**src/rtl/load_store_unit.sv**
```systemverilog
// Byte-serial RISC-V load/store initiator driving a byte-wide memory port, little-endian order.
// Optional macro MISALIGN_TRAP_EN: misaligned lh/lhu/sh/lw/sw get an error response with no memory traffic.
module load_store_unit #(
  parameter int ADDR_WIDTH = 32
) (
  input  logic                  clk,
  input  logic                  reset,
  input  logic                  reqValid,
  output logic                  reqReady,
  input  logic                  reqWrite,
  input  logic [2:0]            funct3,
  input  logic [31:0]           reqAddr,
  input  logic [31:0]           reqWdata,
  output logic                  respValid,
  output logic [31:0]           respRdata,
  output logic                  respError,
  output logic                  memReq,
  output logic                  memWe,
  output logic [ADDR_WIDTH-1:0] memAddr,
  output logic [7:0]            memWdata,
  input  logic                  memAck,
  input  logic [7:0]            memRdata
);

  typedef enum logic [1:0] {
    IDLE   = 2'd0,
    ACCESS = 2'd1,
    RESP   = 2'd2
  } state_t;

  state_t                stateR, stateNxt;
  logic [ADDR_WIDTH-1:0] addrR, addrNxt;
  logic [31:0]           wdataR, wdataNxt;
  logic                  writeR, writeNxt;
  logic [2:0]            funct3R, funct3Nxt;
  logic [1:0]            lastIdxR, lastIdxNxt;
  logic [1:0]            idxR, idxNxt;
  logic [31:0]           assemblyR, assemblyNxt;
  logic                  memReqNxt, memWeNxt;
  logic [ADDR_WIDTH-1:0] memAddrNxt;
  logic [7:0]            memWdataNxt;
  logic                  respValidNxt, respErrorNxt;
  logic [31:0]           respRdataNxt;
  logic                  reqMisaligned;
  logic [1:0]            idxInc;

  function automatic logic [1:0] lastIndex(input logic [1:0] size);
    case (size)
      2'b00:   lastIndex = 2'd0;
      2'b01:   lastIndex = 2'd1;
      default: lastIndex = 2'd3;
    endcase
  endfunction

  function automatic logic [7:0] pickByte(input logic [31:0] word, input logic [1:0] idx);
    case (idx)
      2'd0:    pickByte = word[7:0];
      2'd1:    pickByte = word[15:8];
      2'd2:    pickByte = word[23:16];
      2'd3:    pickByte = word[31:24];
      default: pickByte = word[7:0];
    endcase
  endfunction

  function automatic logic [31:0] putByte(input logic [31:0] word, input logic [1:0] idx,
                                          input logic [7:0] b);
    putByte = word;
    case (idx)
      2'd0:    putByte[7:0]   = b;
      2'd1:    putByte[15:8]  = b;
      2'd2:    putByte[23:16] = b;
      2'd3:    putByte[31:24] = b;
      default: putByte[7:0]   = b;
    endcase
  endfunction

  function automatic logic [31:0] extendLoad(input logic [2:0] f3, input logic [31:0] word);
    case (f3)
      3'b000:  extendLoad = {{24{word[7]}}, word[7:0]};
      3'b001:  extendLoad = {{16{word[15]}}, word[15:0]};
      3'b100:  extendLoad = {24'd0, word[7:0]};
      3'b101:  extendLoad = {16'd0, word[15:0]};
      default: extendLoad = word;
    endcase
  endfunction

  // Unsigned variants exist only for loads; 011 and 11x are never legal.
  function automatic logic isLegal(input logic write, input logic [2:0] f3);
    case (f3)
      3'b000, 3'b001, 3'b010: isLegal = 1'b1;
      3'b100, 3'b101:         isLegal = ~write;
      default:                isLegal = 1'b0;
    endcase
  endfunction

`ifdef MISALIGN_TRAP_EN
  assign reqMisaligned = ((funct3[1:0] == 2'b01) && reqAddr[0]) ||
                         ((funct3[1:0] == 2'b10) && (reqAddr[1:0] != 2'b00));
`else
  assign reqMisaligned = 1'b0;
`endif

  assign reqReady = (stateR == IDLE);
  assign idxInc   = idxR + 2'd1;

  // Next-state and next-output decode; every output is computed here and registered below.
  always_comb begin
    stateNxt     = stateR;
    addrNxt      = addrR;
    wdataNxt     = wdataR;
    writeNxt     = writeR;
    funct3Nxt    = funct3R;
    lastIdxNxt   = lastIdxR;
    idxNxt       = idxR;
    assemblyNxt  = assemblyR;
    memReqNxt    = memReq;
    memWeNxt     = memWe;
    memAddrNxt   = memAddr;
    memWdataNxt  = memWdata;
    respValidNxt = 1'b0;
    respErrorNxt = respError;
    respRdataNxt = respRdata;
    case (stateR)
      IDLE: begin
        if (reqValid) begin
          addrNxt     = reqAddr[ADDR_WIDTH-1:0];
          wdataNxt    = reqWdata;
          writeNxt    = reqWrite;
          funct3Nxt   = funct3;
          lastIdxNxt  = lastIndex(funct3[1:0]);
          idxNxt      = 2'd0;
          assemblyNxt = 32'd0;
          if (!isLegal(reqWrite, funct3) || reqMisaligned) begin
            stateNxt     = RESP;
            respValidNxt = 1'b1;
            respErrorNxt = 1'b1;
            respRdataNxt = 32'd0;
          end else begin
            stateNxt    = ACCESS;
            memReqNxt   = 1'b1;
            memWeNxt    = reqWrite;
            memAddrNxt  = reqAddr[ADDR_WIDTH-1:0];
            memWdataNxt = reqWdata[7:0];
          end
        end else begin
          stateNxt = IDLE;
        end
      end
      ACCESS: begin
        if (memAck) begin
          if (writeR) begin
            assemblyNxt = assemblyR;
          end else begin
            assemblyNxt = putByte(assemblyR, idxR, memRdata);
          end
          if (idxR == lastIdxR) begin
            stateNxt     = RESP;
            memReqNxt    = 1'b0;
            memWeNxt     = 1'b0;
            respValidNxt = 1'b1;
            respErrorNxt = 1'b0;
            respRdataNxt = writeR ? 32'd0 : extendLoad(funct3R, assemblyNxt);
          end else begin
            idxNxt      = idxInc;
            memAddrNxt  = addrR + ADDR_WIDTH'(idxInc);
            memWdataNxt = pickByte(wdataR, idxInc);
          end
        end else begin
          stateNxt = ACCESS;
        end
      end
      RESP: begin
        stateNxt = IDLE;
      end
      default: begin
        stateNxt  = IDLE;
        memReqNxt = 1'b0;
        memWeNxt  = 1'b0;
      end
    endcase
  end

  // State, context and output registers with synchronous reset.
  always_ff @(posedge clk) begin
    if (reset) begin
      stateR    <= IDLE;
      addrR     <= {ADDR_WIDTH{1'b0}};
      wdataR    <= 32'd0;
      writeR    <= 1'b0;
      funct3R   <= 3'd0;
      lastIdxR  <= 2'd0;
      idxR      <= 2'd0;
      assemblyR <= 32'd0;
      memReq    <= 1'b0;
      memWe     <= 1'b0;
      memAddr   <= {ADDR_WIDTH{1'b0}};
      memWdata  <= 8'd0;
      respValid <= 1'b0;
      respRdata <= 32'd0;
      respError <= 1'b0;
    end else begin
      stateR    <= stateNxt;
      addrR     <= addrNxt;
      wdataR    <= wdataNxt;
      writeR    <= writeNxt;
      funct3R   <= funct3Nxt;
      lastIdxR  <= lastIdxNxt;
      idxR      <= idxNxt;
      assemblyR <= assemblyNxt;
      memReq    <= memReqNxt;
      memWe     <= memWeNxt;
      memAddr   <= memAddrNxt;
      memWdata  <= memWdataNxt;
      respValid <= respValidNxt;
      respRdata <= respRdataNxt;
      respError <= respErrorNxt;
    end
  end

endmodule

```
**config.mk**
```make
export PLATFORM = sky130hd
export DESIGN_NAME = load_store_unit
export DESIGN_NICKNAME = d
export VERILOG_FILES = /design/src/rtl/load_store_unit.sv
export SDC_FILE = /design/constraint.sdc
export NUM_CORES = 1
export LEC_CHECK = 0
export ABC_CLOCK_PERIOD_IN_PS = 3000
export CAP_MARGIN = 30
export CORE_UTILIZATION = 45
export CTS_CLUSTER_SIZE = 20
export DETAILED_ROUTE_END_ITERATION = 10
export GPL_TIMING_DRIVEN = 0
export PLACE_DENSITY_LB_ADDON = 0.3
export SYNTH_ARGS = -nofsm -noshare
export SYNTH_HDL_FRONTEND = slang
export SYNTH_SLANG_ARGS = --single-unit
```
**constraint.sdc**
```tcl
create_clock -name clk -period 3 [get_ports clk]
set_input_delay 0.6 -clock clk [delete_from_list [all_inputs] [get_ports clk]]
set_output_delay 0.6 -clock clk [all_outputs]
set_load 0.02 [all_outputs]
```
# Word level (Yosys, flattened, before mapping)
# Index checks and enable logic that the tools add are counted.
[classes]
n_addsub = 2
multipliers = 0
n_div = 0
magnitude_cmp = 0
n_eq_ne = 24
shift = 0
n_mux = 55
bitwise_logic = 2
n_reduce_logical = 15
[op_table]
columns = ["operator", "count"]
rows = [
  ["32-bit two-way mux", 12],
  ["32-bit one-hot mux with 2 select lines", 3],
  ["32-bit one-hot mux with 4 select lines", 1],
  ["8-bit two-way mux", 8],
  ["32-bit by 2-bit adder with 32-bit output", 1],
  ["8-bit one-hot mux with 4 select lines", 1],
  ["8-bit one-hot mux with 2 select lines", 1],
  ["5-bit AND reduction", 3],
  ["1-bit two-way mux", 14],
  ["2-bit two-way mux", 7],
  ["3-bit == test (second input constant)", 4],
  ["2-bit one-hot mux with 2 select lines", 3],
  ["2-bit == test (second input constant)", 5],
  ["2-bit inequality test (second input constant)", 5],
  ["2-bit by 1-bit == test with 1-bit output (second input constant)", 4],
  ["2-bit logical NOT", 4],
  ["3-bit by 1-bit == test with 1-bit output (second input constant)", 2],
  ["3-bit logical NOT", 2],
  ["1-bit one-hot mux with 2 select lines", 3],
  ["1-bit one-hot mux with 3 select lines", 2],
  ["4-bit AND reduction", 1],
  ["3-bit by 2-bit == test with 1-bit output (second input constant)", 1],
  ["3-bit inequality test (second input constant)", 1],
  ["3-bit AND reduction", 1],
  ["other kinds (8)", 9],
]
[word_totals]
ff_bits = 182
latch_bits = 0
ramBits = 0
mem_bits_ro = 0
input_bits = 80
output_inout_bits = 77
wordCells = 113
memories = 0

# Depth between registers and ports, before layout
# Gate-level depths: netlist of the first run.
[depth]
ltp_word = 8
mapped_depth = 10
ltp_nobuf = 8

# Least setup slack after synthesis of the first run
# No wires, ideal clock.
[synth_path]
kind = "reg2reg"
start = "reg idxR[0]"
end = "reg memAddr[27]"
setup_ps = 117
arrival_time_ps = 2165
required_time_ps = 2883
path_slack_ps = 718
stages_incl_launch_ff = 9
n_path_buf = 0
period_less_slack_ps = 2282
cell_sequence = "dfxtp_1 inv_1 ha_1 ha_1 a21oi_1 nor4_4 a31oi_1 o21ai_0 a32o_1"
[synth_between]
elab_chain_len = 5
elab_cells_between_ends = 8
cone_classes = "add/sub: 2; eq/ne: 2; mux: 3; reduce/logical: 1"
[synth_rtl]
columns = ["item", "line_no", "source"]
rows = [
  ["from (decl)", "37", "logic [1:0] idxR, idxNxt;"],
  ["from (signal assigned)", "208", "idxR <= idxNxt;"],
  ["2-bit by 1-bit adder with 2-bit output", "104", "assign idxInc = idxR + 2'd1;"],
  ["32-bit by 2-bit adder with 32-bit output", "165", "memAddrNxt = addrR + ADDR_WIDTH'(idxInc);"],
  ["32-bit two-way mux", "156", "if (idxR == lastIdxR) begin"],
  ["32-bit two-way mux", "150", "if (memAck) begin"],
  ["32-bit one-hot mux with 2 select lines", "123", "case (stateR)"],
  ["to (signal assigned)", "196", "memAddr <= {ADDR_WIDTH{1'b0}};"],
  ["to (signal assigned)", "212", "memAddr <= memAddrNxt;"],
  ["to (decl)", "19", "output logic [ADDR_WIDTH-1:0] memAddr,"],
]
# Parallel ways exist; a longest one is shown, timed or not. The select of a mux whose other input is x is not followed.
# A chain may end at the register's enable or synchronous reset.

# Final worst setup path of the first run
# Same ends and word-level chain as after synthesis.

==> impl_metrics.json, run 1 <==
{
  "cts_resized": 0,
  "synth_ff_type": "dfxtp_1",
  "period_minus_slack_ns": 2.69,
  "hpwlAfterDp_um": 17800,
  "root_buffer": "clkbuf_16",
  "die_h_um": 137,
  "cts_setup_buffers": 0,
  "clock_skew_ns": 0.00479,
  "synth_compound_area_share_pct": 23.1,
  "layout-drive-gt1-share_pct": 6.45,
  "relSlewSlack_pct": 41.9,
  "cts_hold_buf": 0,
  "path_max_fanout": 8,
  "worstSetupPathType": "flip-flop to flip-flop",
  "post_dp_cell_area_um2": 10000,
  "critical_path.cell_chain": "inv_1 > ha_1 > ha_1 > a21oi_1 > nor4_4 > a31oi_1 > o21ai_0 > a32o_1",
  "n_fill_cell": 1703,
  "cts_buffers": 17,
  "switching_share_pct": 29.2,
  "ys_seq_area_share_pct": 44.2,
  "slowest_delay_ns": 0.53,
  "p_comb_share_pct": 16.4,
  "rows": 49,
  "viasPerCell": 5.70,
  "switching_power_mw": 1.68,
  "hp-class": "flip-flop to flip-flop",
  "grt_max_degree": 17,
  "synth_top_family_by_area": "simple AND/OR/NAND/NOR gates",
  "whs_ns": 0.452,
  "async_flop_share_pct": 0,
  "power_frac_seq_pct": 46.1,
  "synth-simple-area-share_pct": 24.0,
  "yosysWarnings": 0,
  "die_width_um": 137,
  "p_leak_nw": 3.74,
  "r2r_slack_ns": 0.31,
  "place_inst": 1423,
  "required_ns": 3.32,
  "final_util_pct": 58.8,
  "cpMaxStageDelayCell": "a21oi_1",
  "worstPathArrival_ns": 3.01,
  "place.gp.congestion": 0.927,
  "worstMarginPinSlew_ns": 0.871,
  "first_global_vias": 7620,
  "final-hold-violation-count": 0,
  "crit_end": "memAddr[27]",
  "clkPwrFrac_pct": 37.5,
  "syn_nets": 1134,
  "layout_commonest_cell": "nand2_1",
  "grt_usage_pct": 27.2,
  "multiInputGateArea_um2": 4210,
  "drt_iter0_drc": 973,
  "syn_area_um2": 8240,
  "dieArea_um2": 18800,
  "max_freq_ghz": 0.372,
  "setup_viol": 0,
  "cts.sinks": 182,
  "clkLatencyLatePin_ns": 0.43,
  "antenna_cells": 0,
  "drc_errors": 0,
  "seqCellArea_um2": 3640,
  "critical_path.startpoint": "idxR[0]",
  "final_cell_mix": "285 x nand2_1, 182 x dfxtp_1, 148 x clkdlybuf4s50_1, 135 x a21oi_1, 79 x nor2_1",
  "ys_seq_elements": 182,
  "path_clk_slew_ns": 0.07,
  "drt-total-wl_um": 25200,
  "startpoint_type": "flip-flop",
  "io_pins": 157,
  "vias": 8285,
  "antenna_found_initial": 0,
  "final_antenna_net_count": 0,
  "netlist_instances": 1046,
  "rr_worst_depth": 8,
  "r2r-end": "memAddr[27]",
  "core-area_um2": 18000,
  "syn2layout_area_growth_pct": 28.2,
  "synth-edff-count": 0,
  "synth_mux_area_share_pct": 0.425,
  "cp-end-kind": "flip-flop",
  "cts_tree": "yes",
  "p_int_mw": 4.07,
  "outcome": "finished clean",
  "nets": 1301,
  "path_common_cell": "ha_1",
  "r2r-start": "idxR[0]",
  "avgSynthCellArea_um2": 7.87,
  "grt_overflow": 0,
  "grt_pass1_wl_um": 39200,
  "yosys.area_share.xor_xnor_pct": 2.34,
  "vdd_drop_max_mv": 0.445,
  "wl_per_cell_um": 17.3,
  "power_density_nw_per_um2": 544,
  "portBuffers": 148,
  "initial_core_util_pct": 45.9,
  "synthAdderAreaFrac_pct": 1.31,
  "cts_htree_levels": 4,
  "stdcell_area_um2": 10600,
  "clockBufferDepth": 2,
  "finalNonFillerCells": 1454,
  "synth_cell_type_count": 70,
  "post-route-period-util_pct": 89.7,
  "drt_pre_antenna_iters": 5,
  "maxCapViolations": 0,
  "slew_viol_final": 0,
  "setup_tns_ns": 0,
  "rsz0062_at_grt": "false"
}
[cells by family (layout without fill, tap and decap cells)]
group,Yosys count,in the layout
AND/OR/NAND/NOR,450,450
AO/OA/AOI/OAI,295,295
flip-flops,182,182
buffers and inverters,86,265
XOR/XNOR,22,22
adder cells (fa/ha/maj),8,8
multiplexers,3,3
[critical path: cells and delay by family, from the launching register on]
kind	cells	cell delay, ns
AOI/OAI and AO/OA	4	1.15
adders and majority gates	2	0.67
DFF	1	0.44
buffers and inverters	1	0.17
and+or+nand+nor	1	0.15
[area by class of cell]
type                       count  area share [%]
tap                          229            2.71
sequential                   182            34.5
clock inverter                14            1.22
timing repair buffer         148            14.0
clock buffer                  17            4.03
buffer                        78            3.32
inverter                       8           0.284
multi-input combinational    778            39.9
[stage by stage]
stage                     total power [mW]  setup WS (ns)
after CTS                             5.74          0.334
after floorplan                       3.21          0.718
after global routing                  5.93          0.199
after detailed placement              3.62          0.141
final                                 5.74          0.310
after global placement                3.61          0.160
[power groups by stage]
stage	clock network, mW	registers, mW	logic (mW)
5_1_grt	2.26	2.66	1.02
2_1_floorplan	0	2.74	0.468
6_report	2.15	2.65	0.941
3_3_place_gp	0	2.69	0.916
3_5_place_dp	0	2.70	0.926
4_1_cts	2.17	2.64	0.931
[cell usage after synthesis, types with 4 or more instances]
cell	instances	share of area (%)
o21ai_1	10	0.61
o211ai_1	11	1.0
a31oi_1	6	0.46
ha_1	7	1.1
a22o_1	19	2.0
clkbuf_2	7	0.43
buf_2	15	0.91
a22oi_1	33	3.0
and4_1	9	0.96
nor3_1	11	0.67
nor4_1	4	0.30
nor2_1	79	3.6
buf_4	4	0.36
a211o_1	6	0.64
buf_1	5	0.23
nand2b_1	8	0.61
nor2b_1	5	0.38
a21oi_1	135	8.2
o21ai_0	24	1.5
a32oi_1	6	0.64
nand4_1	7	0.53
nand3_1	19	1.2
xor2_1	14	1.5
a311oi_1	11	1.2
clkbuf_1	45	2.1
inv_1	7	0.32
dfxtp_1	182	44
a222oi_1	8	0.97
xnor2_1	8	0.85
nand2_1	285	13
[flip-flops by register name (all words and copies together) (netlist names)]
signal and count:
writeR 1, lastIdxR 2, respRdata 32, memAddr 32, memReq 1, addrR 32, assemblyR 32, memWdata 8
funct3R 3, stateR 2, idxR 2, wdataR 32, memWe 1, respValid 1, respError 1
[routing by layer]
layer | up-vias | global-route usage (%) | part of all wire, %
met1 | 3898 | 37.7 | 46
met2 | 359 | 42.8 | 44
met4 | 0 | 9.95 | 2.3
met5 | - | 0 | 0
met3 | 46 | 3.94 | 7.8
li1 | 3982 | - | -
[worst min path at each step]
stage	from	end	slack, ns	depth (start not counted)
2_1_floorplan	wdataR[15]	wdataR[15]	0.44	2
3_5_place_dp	respRdata[1]	respRdata[1]	0.45	2
4_1_cts	respRdata[1]	respRdata[1]	0.45	2
3_3_place_gp	memAddr[9]	memAddr[9]	0.44	2
6_report	respRdata[1]	respRdata[1]	0.45	2
5_1_grt	memAddr[19]	memAddr[19]	0.47	2
Note: power is estimated with default switching activity, not from simulation.
==> inputs of run 2 (changes only) <==
Settings changed: CTS_CLUSTER_SIZE 20 to 12.
==> results of run 2 <==
Same layout as run 1: the final DEF is identical, and so are final timing and power.
